## src/rtl/bus_seven_seg_scan_pkg.sv

```systemverilog
// Shared constants for the bus-mapped seven-segment scanner: register map,
// CTRL field layout and the blank-display patterns.
package bus_seven_seg_scan_pkg;

  typedef enum logic [2:0] {
    REG_PAIR0 = 3'd0,
    REG_PAIR1 = 3'd1,
    REG_PAIR2 = 3'd2,
    REG_PAIR3 = 3'd3,
    REG_DP    = 3'd4,
    REG_CTRL  = 3'd5
  } reg_sel_e;

  localparam logic [7:0] DIGIT_PAIR_0 = 8'd0;
  localparam logic [7:0] DIGIT_PAIR_1 = 8'd1;
  localparam logic [7:0] DIGIT_PAIR_2 = 8'd2;
  localparam logic [7:0] DIGIT_PAIR_3 = 8'd3;
  localparam logic [7:0] DP_MASK      = 8'd4;
  localparam logic [7:0] CTRL         = 8'd5;
  localparam logic [7:0] NUM_REGS     = 8'd6;

  localparam int CTRL_EN_BIT     = 0;
  localparam int CTRL_BRIGHT_LSB = 4;
  localparam int CTRL_BRIGHT_W   = 4;

  localparam logic [7:0] CTRL_RESET = 8'hF1;
  localparam logic [6:0] SEG_OFF    = 7'h7F;

endpackage

```

## src/rtl/bus_seven_seg_scan_hex_to_seg7.sv

```systemverilog
// Combinational hex nibble to active-low seven-segment decoder (bit0 = a).
module hex_to_seg7 (
  input  logic [3:0] i_nibble,
  output logic [6:0] o_segN
);

  // Lowercase glyphs for b and d keep them distinct from 8 and 0.
  always_comb begin
    o_segN = 7'h7F;
    case (i_nibble)
      4'h0: o_segN = 7'h40;
      4'h1: o_segN = 7'h79;
      4'h2: o_segN = 7'h24;
      4'h3: o_segN = 7'h30;
      4'h4: o_segN = 7'h19;
      4'h5: o_segN = 7'h12;
      4'h6: o_segN = 7'h02;
      4'h7: o_segN = 7'h78;
      4'h8: o_segN = 7'h00;
      4'h9: o_segN = 7'h10;
      4'hA: o_segN = 7'h08;
      4'hB: o_segN = 7'h03;
      4'hC: o_segN = 7'h46;
      4'hD: o_segN = 7'h21;
      4'hE: o_segN = 7'h06;
      4'hF: o_segN = 7'h0E;
      default: o_segN = 7'h7F;
    endcase
  end

endmodule

```

## src/rtl/bus_seven_seg_scan.sv

```systemverilog
// Bus-mapped multi-digit seven-segment controller: register file, bus decode,
// digit scan with per-slot brightness PWM and registered active-low outputs.
module bus_seven_seg_scan
  import bus_seven_seg_scan_pkg::*;
#(
  parameter logic [7:0] BASE_ADDR  = 8'hD0,
  parameter int         NUM_DIGITS = 4,
  parameter int         SUB_DIV    = 3125
) (
  input  logic                  CLK,
  input  logic                  RESET,
  input  logic                  BUS_WE,
  input  logic                  BUS_RE,
  input  logic [7:0]            ADDR,
  input  logic [7:0]            DATA_IN,
  output logic [7:0]            DATA_OUT,
  output logic [6:0]            SEG,
  output logic                  DP,
  output logic [NUM_DIGITS-1:0] DIGIT_SEL
);

  localparam int PRESC_W = (SUB_DIV > 2) ? $clog2(SUB_DIV) : 1;
  localparam int IDX_W   = (NUM_DIGITS > 1) ? $clog2(NUM_DIGITS) : 1;
  localparam logic [PRESC_W-1:0] PRESC_MAX = PRESC_W'(SUB_DIV - 1);
  localparam logic [IDX_W-1:0]   IDX_MAX   = IDX_W'(NUM_DIGITS - 1);

  logic [3:0]            r_digit [NUM_DIGITS];
  logic [NUM_DIGITS-1:0] r_dpMask;
  logic                  r_enable;
  logic [3:0]            r_bright;
  logic [7:0]            r_dataOut;

  logic [PRESC_W-1:0]    r_presc;
  logic [3:0]            r_subPhase;
  logic [IDX_W-1:0]      r_digitIdx;

  logic [6:0]            r_seg;
  logic                  r_dp;
  logic [NUM_DIGITS-1:0] r_digitSel;

  logic [7:0]            w_offset;
  logic                  w_hit;
  reg_sel_e              w_regSel;
  logic [7:0]            w_readVal;
  logic [3:0]            w_nibble;
  logic                  w_dpBit;
  logic                  w_on;
  logic [6:0]            w_segDecoded;
  logic [NUM_DIGITS-1:0] w_digitSel;

  assign w_offset = ADDR - BASE_ADDR;
  assign w_hit    = (ADDR >= BASE_ADDR) && (w_offset < NUM_REGS);
  assign w_regSel = reg_sel_e'(w_offset[2:0]);

  // Register file; nibbles and DP bits beyond NUM_DIGITS simply have no storage.
  always_ff @(posedge CLK or negedge RESET) begin
    if (!RESET) begin
      for (int i = 0; i < NUM_DIGITS; i++) r_digit[i] <= 4'h0;
      r_dpMask <= '0;
      r_enable <= CTRL_RESET[CTRL_EN_BIT];
      r_bright <= CTRL_RESET[CTRL_BRIGHT_LSB +: CTRL_BRIGHT_W];
    end else if (BUS_WE && w_hit) begin
      case (w_regSel)
        REG_PAIR0, REG_PAIR1, REG_PAIR2, REG_PAIR3: begin
          for (int i = 0; i < NUM_DIGITS; i++) begin
            if (w_offset[2:0] == 3'(i / 2))
              r_digit[i] <= (i % 2 == 1) ? DATA_IN[7:4] : DATA_IN[3:0];
          end
        end
        REG_DP: r_dpMask <= DATA_IN[NUM_DIGITS-1:0];
        REG_CTRL: begin
          r_enable <= DATA_IN[CTRL_EN_BIT];
          r_bright <= DATA_IN[CTRL_BRIGHT_LSB +: CTRL_BRIGHT_W];
        end
        default: ;
      endcase
    end
  end

  always_comb begin
    w_readVal = '0;
    case (w_regSel)
      REG_PAIR0, REG_PAIR1, REG_PAIR2, REG_PAIR3: begin
        for (int i = 0; i < NUM_DIGITS; i++) begin
          if (w_offset[2:0] == 3'(i / 2))
            w_readVal[(i % 2) * 4 +: 4] = r_digit[i];
        end
      end
      REG_DP:   w_readVal[NUM_DIGITS-1:0] = r_dpMask;
      REG_CTRL: w_readVal = {r_bright, 3'b000, r_enable};
      default:  w_readVal = '0;
    endcase
  end

  always_ff @(posedge CLK or negedge RESET) begin
    if (!RESET) r_dataOut <= 8'h00;
    else        r_dataOut <= (BUS_RE && w_hit) ? w_readVal : 8'h00;
  end

  // Disabling holds every counter at zero so re-enabling restarts at digit 0.
  always_ff @(posedge CLK or negedge RESET) begin
    if (!RESET) begin
      r_presc    <= '0;
      r_subPhase <= 4'h0;
      r_digitIdx <= '0;
    end else if (!r_enable) begin
      r_presc    <= '0;
      r_subPhase <= 4'h0;
      r_digitIdx <= '0;
    end else if (r_presc == PRESC_MAX) begin
      r_presc    <= '0;
      r_subPhase <= r_subPhase + 4'd1;
      if (r_subPhase == 4'hF)
        r_digitIdx <= (r_digitIdx == IDX_MAX) ? '0 : r_digitIdx + IDX_W'(1);
    end else begin
      r_presc <= r_presc + PRESC_W'(1);
    end
  end

  always_comb begin
    w_nibble   = 4'h0;
    w_dpBit    = 1'b0;
    w_on       = r_enable && (r_subPhase <= r_bright);
    w_digitSel = '1;
    for (int i = 0; i < NUM_DIGITS; i++) begin
      if (r_digitIdx == IDX_W'(i)) begin
        w_nibble      = r_digit[i];
        w_dpBit       = r_dpMask[i];
        w_digitSel[i] = !w_on;
      end
    end
  end

  hex_to_seg7 u_hexToSeg7 (
    .i_nibble (w_nibble),
    .o_segN   (w_segDecoded)
  );

  always_ff @(posedge CLK or negedge RESET) begin
    if (!RESET) begin
      r_seg      <= SEG_OFF;
      r_dp       <= 1'b1;
      r_digitSel <= '1;
    end else begin
      r_seg      <= w_on ? w_segDecoded : SEG_OFF;
      r_dp       <= w_on ? ~w_dpBit : 1'b1;
      r_digitSel <= w_digitSel;
    end
  end

  assign DATA_OUT  = r_dataOut;
  assign SEG       = r_seg;
  assign DP        = r_dp;
  assign DIGIT_SEL = r_digitSel;

endmodule

```

## config.mk

```make
export PLATFORM = sky130hd
export DESIGN_NAME = bus_seven_seg_scan
export DESIGN_NICKNAME = d
export VERILOG_FILES = /design/src/rtl/bus_seven_seg_scan_pkg.sv /design/src/rtl/bus_seven_seg_scan_hex_to_seg7.sv /design/src/rtl/bus_seven_seg_scan.sv
export SDC_FILE = /design/constraint.sdc
export NUM_CORES = 1
export LEC_CHECK = 0
export ABC_AREA = 1
export CORE_MARGIN = 8
export CORE_UTILIZATION = 53
export DETAILED_ROUTE_END_ITERATION = 8
export PLACE_DENSITY = 0.77
export SLEW_MARGIN = 5
export SYNTH_ARGS = -nofsm -noshare
export SYNTH_HDL_FRONTEND = slang
export SYNTH_SLANG_ARGS = --single-unit
```

## constraint.sdc

```tcl
create_clock -name CLK -period 5 [get_ports CLK]
set_clock_uncertainty 0.15 [all_clocks]
set_input_delay 1 -clock CLK [delete_from_list [all_inputs] [get_ports CLK]]
set_output_delay 1 -clock CLK [all_outputs]
set_load 0.02 [all_outputs]
```

# ---- Yosys cells after proc, flatten, opt, wreduce, memory -nomap -nowiden
# Memory sizes are Yosys's and may differ from the RTL's.
# Cells that the tools add are included.
dict set report totals {
  reg_bits 63
  rom_bits 112
  inputBits 20
  out_inout_bits 20
  mem_count 1
}
# memory words width rd rd_ports_with_merged_regs write_ports line
set mem_list {}
lappend mem_list {{(name not given)} 16 7 1 0 0 bus_seven_seg_scan_hex_to_seg7.sv:10} ;# case (i_nibble)
dict set report classes {
  addsub 4
  n_lt_le_gt_ge 3
  n_eq_ne 12
  n_mux 29
  bitwise_logic 1
  reduce_logical 13
}
# cell count
set ops {}
lappend ops {{4-bit two-way mux} 10}
lappend ops {{12-bit two-way mux} 2}
lappend ops {{12-bit by 1-bit adder with 12-bit output, second input constant} 1}
lappend ops {{12-bit == test, second input constant} 1}
lappend ops {{4-bit case mux with 3 select lines} 1}
lappend ops {{1-bit two-way mux} 9}
lappend ops {{8-bit greater-or-equal comparator, second input constant} 1}
lappend ops {{8-bit by 3-bit less-than comparator with 1-bit output, second input constant} 1}
lappend ops {{2-bit two-way mux} 4}
lappend ops {{8-bit two-way mux} 1}
lappend ops {{4-bit case mux with 2 select lines} 1}
lappend ops {{8-bit subtractor, second input constant} 1}
lappend ops {{7-bit two-way mux} 1}
lappend ops {{3-bit by 2-bit == test with 1-bit output, second input constant} 2}
lappend ops {{3-bit == test, second input constant} 2}
lappend ops {{2-bit AND reduction} 3}
lappend ops {{3-bit AND reduction} 2}
lappend ops {{4-bit by 1-bit adder with 4-bit output, second input constant} 1}
lappend ops {{2-bit == test, second input constant} 2}
lappend ops {{4-bit == test, second input constant} 1}
lappend ops {{4-bit less-or-equal comparator} 1}
lappend ops {{1-bit logical AND} 4}
lappend ops {{2-bit by 1-bit inequality test with 1-bit output, second input constant} 2}
lappend ops {{4-bit OR reduction} 1}
lappend ops {{7 further kinds} 7}

# ---- Longest topological paths before layout
# Gate-level depths: netlist of the first run.
dict set report logic_depth {
  depth_word 7
  mapped_depth 14
  mapped_depth_nobuf 14
}

# ---- Hierarchy
# From an unflattened synthesis of the first run, not the netlist that was laid out.
dict set report unflattened {
  cells_unflattened 443
  hier_area_um2 3508.4
}
# mod instances cells_per_inst area_per_inst_um2 seq_area_each_um2
set by_module_without_submodules {}
lappend by_module_without_submodules {bus_seven_seg_scan 1 394 3234.4 1597.8}
lappend by_module_without_submodules {hex_to_seg7 1 49 274.0 0.0}

# ---- Worst setup path before layout of the first run
# No wires, ideal clock.
dict set report synth_path {
  path_type {input to register}
  startpoint {input port ADDR[5]}
  endpoint {register r_digit[5] (netlist bit)}
  setup_ps 119
  t_arrival_ps 1888
  required_time_ps 4731
  path_slack_ps 2843
  stages 7
  n_path_buf 1
  cell_sequence {inv_1 > nand4_1 > a211oi_4 > nand3_2 > buf_6 > nand2_1 > o21ai_2}
}
dict set report synth_between {
  elab_chain_len 5
  elab_cells_between_ends 6
  cone_classes {add/sub: 1; order compare: 2; reduce/logical: 3}
}
# element line
set synth_lines {}
lappend synth_lines {{from (decl)} bus_seven_seg_scan.sv:14} ;# input logic [7:0] ADDR,
lappend synth_lines {{8-bit subtractor} bus_seven_seg_scan.sv:51} ;# assign w_offset = ADDR - BASE_ADDR;
lappend synth_lines {{8-bit by 3-bit less-than comparator with 1-bit output} bus_seven_seg_scan.sv:52} ;# assign w_hit = (ADDR >= BASE_ADDR) && (w_offset < NUM_REGS);
lappend synth_lines {{1-bit logical AND (*)} bus_seven_seg_scan.sv:52}
lappend synth_lines {{1-bit logical AND (*)} bus_seven_seg_scan.sv:62} ;# end else if (BUS_WE && w_hit) begin
lappend synth_lines {{3-bit AND reduction (no source line) (*)} -}
lappend synth_lines {{to (signal, indexed assignment)} bus_seven_seg_scan.sv:67} ;# r_digit[i] <= (i % 2 == 1) ? DATA_IN[7:4] : DATA_IN[3:0];
lappend synth_lines {{to (decl)} bus_seven_seg_scan.sv:27} ;# logic [3:0] r_digit [NUM_DIGITS];
# Mark *: on every way between the ends. The rest lies on a longest branch, timed or not.
# A chain may end at the register's enable or synchronous reset.

# ---- Worst setup path after layout of the first run
dict set report layout_path {
  startpoint {register r_digitSel[3] (netlist: DIGIT_SEL[3])}
  endpoint {output port DIGIT_SEL[3]}
}
# element line
set layout_lines {}
lappend layout_lines {{from (decl)} bus_seven_seg_scan.sv:39} ;# logic [NUM_DIGITS-1:0] r_digitSel;
lappend layout_lines {{from (signal assigned)} bus_seven_seg_scan.sv:147} ;# r_digitSel <= w_digitSel;
lappend layout_lines {{to (decl)} bus_seven_seg_scan.sv:19} ;# output logic [NUM_DIGITS-1:0] DIGIT_SEL
# No word-level cell between the ends.

==> results.py, run 1 <==
metrics = {
    "route": {
        "firstDrtPassIters": 7,
        "drtIter0Drc": 208,
        "vias": 2704,
        "drtAntennaViolNets": 0,
        "viasPerCell": 5.30,
        "wirelength_um": 7100,
        "drc": 0,
        "wl_per_cell_um": 13.9,
    },
    "worst_setup_path": {
        "worstPathArrival_ps": 1450,
        "cp-startpoint": "DIGIT_SEL[3]",
        "crit_cells": 1,
        "r2r_end": "SEG[3]",
        "cp_num_buf_inv": 1,
        "crit_path_start_kind": "flip-flop",
        "end_kind": "primary output",
        "r2r_cells": 11,
        "required_ps": 3850,
        "crit_path_end": "DIGIT_SEL[3]",
        "critPathKind": "reg2out",
        "critPathTopFamily": "buffers and inverters",
        "reg2reg_slack_ps": 2560,
        "critical-path-max-stage-delay_ps": 590,
        "crit_fanout": 1,
        "worst_path_max_delay_cell": "clkdlybuf4s50_1",
        "path_cells": "clkdlybuf4s50_1",
        "r2r_start": "r_digitIdx[1]",
    },
    "global_routing": {
        "grt_max_degree": 39,
        "grt_pass1_wl_um": 12300,
        "grt_pass1_vias": 2707,
        "antenna_found_initial": 0,
        "grt-ovfl-total": 0,
        "grt_util_all_layers": 0.174,
    },
    "cts": {
        "cts_tree": "done",
        "clkTransAtPathRegs_ps": 70,
        "cts_root_buffer": "clkbuf_8",
        "htree_levels": 3,
        "postCtsSetupRepairBufs": 0,
        "clk_latency_ps": 340,
        "numCtsBuffers": 9,
        "cts_sinks": 63,
        "postCtsHoldBufs": 0,
        "clockBufferDepth": 2,
        "cts.repair.resized": 0,
    },
    "placement": {
        "hpwl_um": 5340,
        "port_buffers": 39,
        "place_congestion": 0.885,
        "pre_cts_ws_ps": 2150,
    },
    "sta": {
        "hold_violations": 0,
        "rsz0062_at_grt": "no",
        "worst_pin_slew_ps": 599,
        "fin_ws_ps": 2400,
        "finalCriticalPeriod_ps": 2600,
        "fin_crit_sh": 0.520,
        "fin_tns_setup_ps": 0,
        "maxSlewViolCount": 0,
        "maxSlewHeadroom": 0.597,
        "setup_viol": 0,
        "clock.fmax_ghz": 0.385,
    },
    "synth": {
        "synth_area_leaders": "dfrtp_1, dfstp_2, nand2_1",
        "syn_area_mm2": 0.00326,
        "synth_cell_types": 31,
        "yosysSeqAreaShare": 0.489,
        "ys_warn_count": 0,
        "syn_avg_cell_area_um2": 8.46,
        "synth_top_cell_area_share": 0.353,
        "syn_inst": 386,
        "postSynthNetCount": 423,
        "synth_top_area_cell": "dfrtp_1",
        "synth.ff_latch_count": 63,
    },
    "power": {
        "power.leakage_nw": 1.72,
        "power_density_mw_per_mm2": 259,
        "switching_share": 0.253,
        "p_comb_frac": 0.089,
        "clkPwrFrac": 0.377,
        "vdd_drop_max_v": 0.000185,
        "switchingPower_mw": 0.252,
        "seqPwrFrac": 0.534,
        "p_int_mw": 0.746,
    },
    "die": {
        "die_w_um": 94.5,
        "fp.dieH_um": 94.5,
        "die-area_mm2": 0.00893,
        "ioPinCount": 40,
        "coreArea_mm2": 0.00596,
        "start_util": 0.548,
        "rows": 28,
    },
    "status": {
        "status": "finished, final reports clean",
    },
    "flow_run": {
        "maxCapViolCount": 0,
    },
    "min_path": {
        "hp-class": "reg2reg",
    },
    "final_layout": {
        "layout-drive-gt1-share": 0.115,
        "diodes": 0,
        "syn_to_final_growth_pct": 18.2,
        "final_nets": 468,
    },
}
-- per-stage QoR --
stage          power, mW  hold WS, ps  cells  utilization  instance area, um^2
3_3_place_gp       0.628          316    495        0.620                 3690
4_1_cts             1.00          346    510        0.648                 3860
3_5_place_dp       0.631          331    495        0.620                 3690
2_1_floorplan      0.586          301    386            -                 3260
6_report           0.999          345    510        0.648                 3860
5_1_grt             1.04          368    510        0.648                 3860
-- power by group through the flow --
stage / Sequential (mW) / Combinational (mW) / Clock (mW)
2_1_floorplan: 0.541 / 0.0443 / 0
3_5_place_dp: 0.541 / 0.0893 / 0
6_report: 0.533 / 0.0887 / 0.377
5_1_grt: 0.534 / 0.101 / 0.404
4_1_cts: 0.533 / 0.0897 / 0.381
3_3_place_gp: 0.541 / 0.0870 / 0
-- cell usage after synthesis --
| library cell | number |
|---|---|
| inv_2 | 1 |
| buf_6 | 4 |
| o211ai_1 | 1 |
| a21boi_0 | 1 |
| nand2b_1 | 1 |
| xnor2_1 | 1 |
| nand3_2 | 3 |
| nand3_1 | 25 |
| buf_4 | 1 |
| ha_1 | 17 |
| a211oi_4 | 1 |
| nand2_1 | 114 |
| o21ai_0 | 19 |
| a21oi_1 | 14 |
| or2_0 | 1 |
| xor2_1 | 6 |
| dfrtp_1 | 46 |
| nor3_1 | 8 |
| o21ai_1 | 8 |
| nor3b_1 | 1 |
| a221oi_1 | 3 |
| o21ai_2 | 10 |
| nor2_1 | 25 |
| clkbuf_1 | 1 |
| dfstp_2 | 17 |
| nor2_2 | 1 |
| clkinv_1 | 1 |
| a21oi_2 | 1 |
| inv_1 | 46 |
| nand4_1 | 4 |
| a31oi_1 | 4 |
-- placed cells by master (no fill, tap or decap), types with 3 or more instances in the layout --
master,count
nand2_1,114
dfrtp_1,46
inv_1,46
clkdlybuf4s50_1,38
nand3_1,25
nor2_1,25
o21ai_0,19
dfstp_2,17
ha_1,17
a21oi_1,14
o21ai_2,10
clkbuf_8,10
nor3_1,8
o21ai_1,8
xor2_1,6
nand4_1,4
a31oi_1,4
a221oi_1,3
nand3_2,3
clkinv_2,3
-- final cells by class --
| class | instances | area (um^2) |
|---|---|---|
| fill | 512 | 2100 |
| tap | 75 | 93.8 |
| clock inverter | 4 | 22.5 |
| clock buffer | 11 | 141 |
| timing repair buffer | 40 | 393 |
| inverter | 48 | 180 |
| multi-input combinational | 269 | 1430 |
| sequential | 63 | 1600 |
-- registers in the layout, summed over array words and instances (netlist names) --
| register | cells |
|---|---|
| DP | 1 |
| DATA_OUT | 8 |
| r_digit | 16 |
| r_bright | 4 |
| SEG | 7 |
| DIGIT_SEL | 4 |
| r_dpMask | 4 |
| r_enable | 1 |
| r_digitIdx | 2 |
| r_subPhase | 4 |
| r_presc | 12 |
-- worst min-delay path by stage --
stage                start           to  slack, ps  cells past startpoint
2_1_floorplan   r_presc[0]   r_presc[0]        300                      1
3_3_place_gp    r_digit[6]   r_digit[6]        320                      2
3_5_place_dp   r_dpMask[1]  r_dpMask[1]        330                      2
4_1_cts        r_dpMask[1]  r_dpMask[1]        350                      2
5_1_grt        r_bright[1]  r_bright[1]        370                      2
6_report       r_dpMask[1]  r_dpMask[1]        340                      2
-- kinds of logic after synthesis --
| family | synth area share |
|---|---|
| adders and majority gates | 0.0652 |
| xor gates and xnor gates | 0.0188 |
| buffers and inverters | 0.0724 |
| AOI/OAI and AO/OA | 0.119 |
| DFF | 0.489 |
| and+or+nand+nor | 0.235 |
-- per-layer routing --
layer	global-route usage	share of wire
met5	0	0
met2	0.269	0.47
met1	0.221	0.46
met4	0.0988	0.019
met3	0.0381	0.055
No activity file was read; power rests on OpenSTA's default activity.
==> run 2: changes to the inputs <==
Clock period 5 ns to 2.5 ns, I/O delays scaled along.
==> results.py, run 2 (same netlist as run 1, synthesis figures left out) <==
metrics = {
    "power": {
        "p_int_mw": 1.63,
        "clkPwrFrac": 0.416,
        "power.leakage_nw": 1.76,
        "seqPwrFrac": 0.498,
        "vdd_drop_max_v": 0.000311,
        "power_density_mw_per_mm2": 542,
        "switching_share": 0.239,
        "p_comb_frac": 0.086,
        "switchingPower_mw": 0.511,
    },
    "sta": {
        "fin_tns_setup_ps": 0,
        "setup_viol": 0,
        "maxSlewViolCount": 0,
        "hold_violations": 1,
        "worst_pin_slew_ps": 556,
        "clock.fmax_ghz": 0.448,
        "finalCriticalPeriod_ps": 2230,
        "fin_crit_sh": 0.893,
        "fin_ws_ps": 268,
        "rsz0062_at_grt": "no",
        "holdWs_ps": -0.0617,
        "maxSlewHeadroom": 0.629,
    },
    "worst_setup_path": {
        "end_kind": "flip-flop",
        "path_cells": "inv_1 -> ha_1 -> inv_2 -> nand3_1 -> nand2_1 -> a21boi_0 -> buf_4 -> ha_1 -> nand2_1 -> nand3_1 -> nand2_1 -> nand2_1",
        "r2r_end": "SEG[0]",
        "critical-path-max-stage-delay_ps": 410,
        "r2r_cells": 12,
        "reg2reg_slack_ps": 270,
        "required_ps": 2630,
        "worstPathArrival_ps": 2360,
        "crit_top_cell": "nand2_1",
        "cp-startpoint": "r_digitIdx[1]",
        "worst_path_max_delay_cell": "dfrtp_1",
        "crit_path_start_kind": "flip-flop",
        "r2r_start": "r_digitIdx[1]",
        "critPathKind": "reg2reg",
        "crit_fanout": 7,
    },
    "route": {
        "drtIter0Drc": 129,
        "wl_per_cell_um": 14.0,
        "drtAntennaViolNets": 0,
        "viasPerCell": 5.17,
        "firstDrtPassIters": 4,
        "drc": 0,
        "wirelength_um": 7220,
        "vias": 2670,
    },
    "final_layout": {
        "diodes": 0,
        "largest_register": "r_digit",
        "final_nets": 474,
        "final_cell_mix": "nand2_1, dfrtp_1, inv_1, clkdlybuf4s50_1",
        "utilization": 0.664,
        "largest_reg_flops": 16,
        "final_common_cell": "nand2_1",
        "fillers": 505,
        "layout-drive-gt1-share": 0.129,
        "syn_to_final_growth_pct": 21.1,
        "final_area_mm2": 0.00395,
    },
    "cts": {
        "htree_levels": 3,
        "clockBufferDepth": 2,
        "postCtsSetupRepairBufs": 0,
        "numCtsBuffers": 9,
        "clk_latency_ps": 340,
        "cts_tree": "done",
        "clkTransAtPathRegs_ps": 70,
        "cts_root_buffer": "clkbuf_8",
        "cts_sinks": 63,
    },
    "min_path": {
        "hp-class": "in2async",
    },
    "placement": {
        "place_congestion": 0.869,
        "place_area_mm2": 0.00375,
        "pre_cts_ws_ps": 202,
        "hpwl_um": 5610,
        "port_buffers": 39,
    },
    "global_routing": {
        "grt-ovfl-total": 0,
        "antenna_found_initial": 0,
        "grt_max_degree": 32,
        "grt_pass1_wl_um": 12300,
        "grt_util_all_layers": 0.176,
        "grt_pass1_vias": 2710,
    },
    "die": {
        "fp.dieH_um": 94.5,
        "ioPinCount": 40,
        "die-area_mm2": 0.00893,
        "rows": 28,
        "die_w_um": 94.5,
        "coreArea_mm2": 0.00596,
        "start_util": 0.548,
    },
    "status": {
        "violations": "negative hold slack",
        "status": "complete, but fails checks",
    },
    "flow_run": {
        "maxCapViolCount": 0,
    },
}
[run 2: power groups by stage]
stage / combinational, mW / clock [mW] / sequential [mW]
3_5_place_dp: 0.187 / 0 / 1.08
3_3_place_gp: 0.180 / 0 / 1.08
5_1_grt: 0.209 / 0.952 / 1.07
4_1_cts: 0.187 / 0.908 / 1.07
6_report: 0.184 / 0.890 / 1.07
2_1_floorplan: 0.0886 / 0 / 1.08
[run 2: layout make-up]
class | instances | area [um^2] | share of cell area
Clock inverter | 3 | 42.5 | 0.0108
Multi-Input combinational cell | 269 | 1430 | 0.362
Timing Repair Buffer | 46 | 450 | 0.114
Clock buffer | 12 | 155 | 0.0393
Inverter | 48 | 180 | 0.0456
Sequential cell | 63 | 1600 | 0.404
Tap cell | 75 | 93.8 | 0.0237
[run 2: worst max-delay path, delay by kind of cell, from the launching register on]
kind / cells / cell delay, ps
buffers and inverters: 3 / 400
adders and majority gates: 2 / 450
AOI/OAI and AO/OA: 1 / 310
and+or+nand+nor: 6 / 450
DFF: 1 / 410
[run 2: worst max path at each step]
stage / endpoint / slack, ps / depth (start not counted)
CTS: SEG[3] / 200 / 12
finish: SEG[0] / 270 / 12
detailed placement: r_digit[12] / 200 / 7
global placement: r_digit[13] / 220 / 7
floorplan: SEG[3] / 380 / 11
global route: SEG[6] / 70 / 12
[run 2: per-layer routing]
metal  GRT usage  part of all wire
met5           0                 0
met4      0.0871             0.022
met3      0.0389             0.053
met2       0.285              0.47
met1       0.217              0.46
[run 2: metrics by stage]
stage | power [mW] | std cells
after detailed placement | 1.27 | 501
final | 2.14 | 516
after CTS | 2.16 | 516
after global placement | 1.26 | 501
after global routing | 2.23 | 516
after floorplan | 1.17 | 386
[run 2: timing repair]
item,in CTS,in global routing
setup endpoints to repair,0,2
hold buffers,0,0
resized for setup,0,1
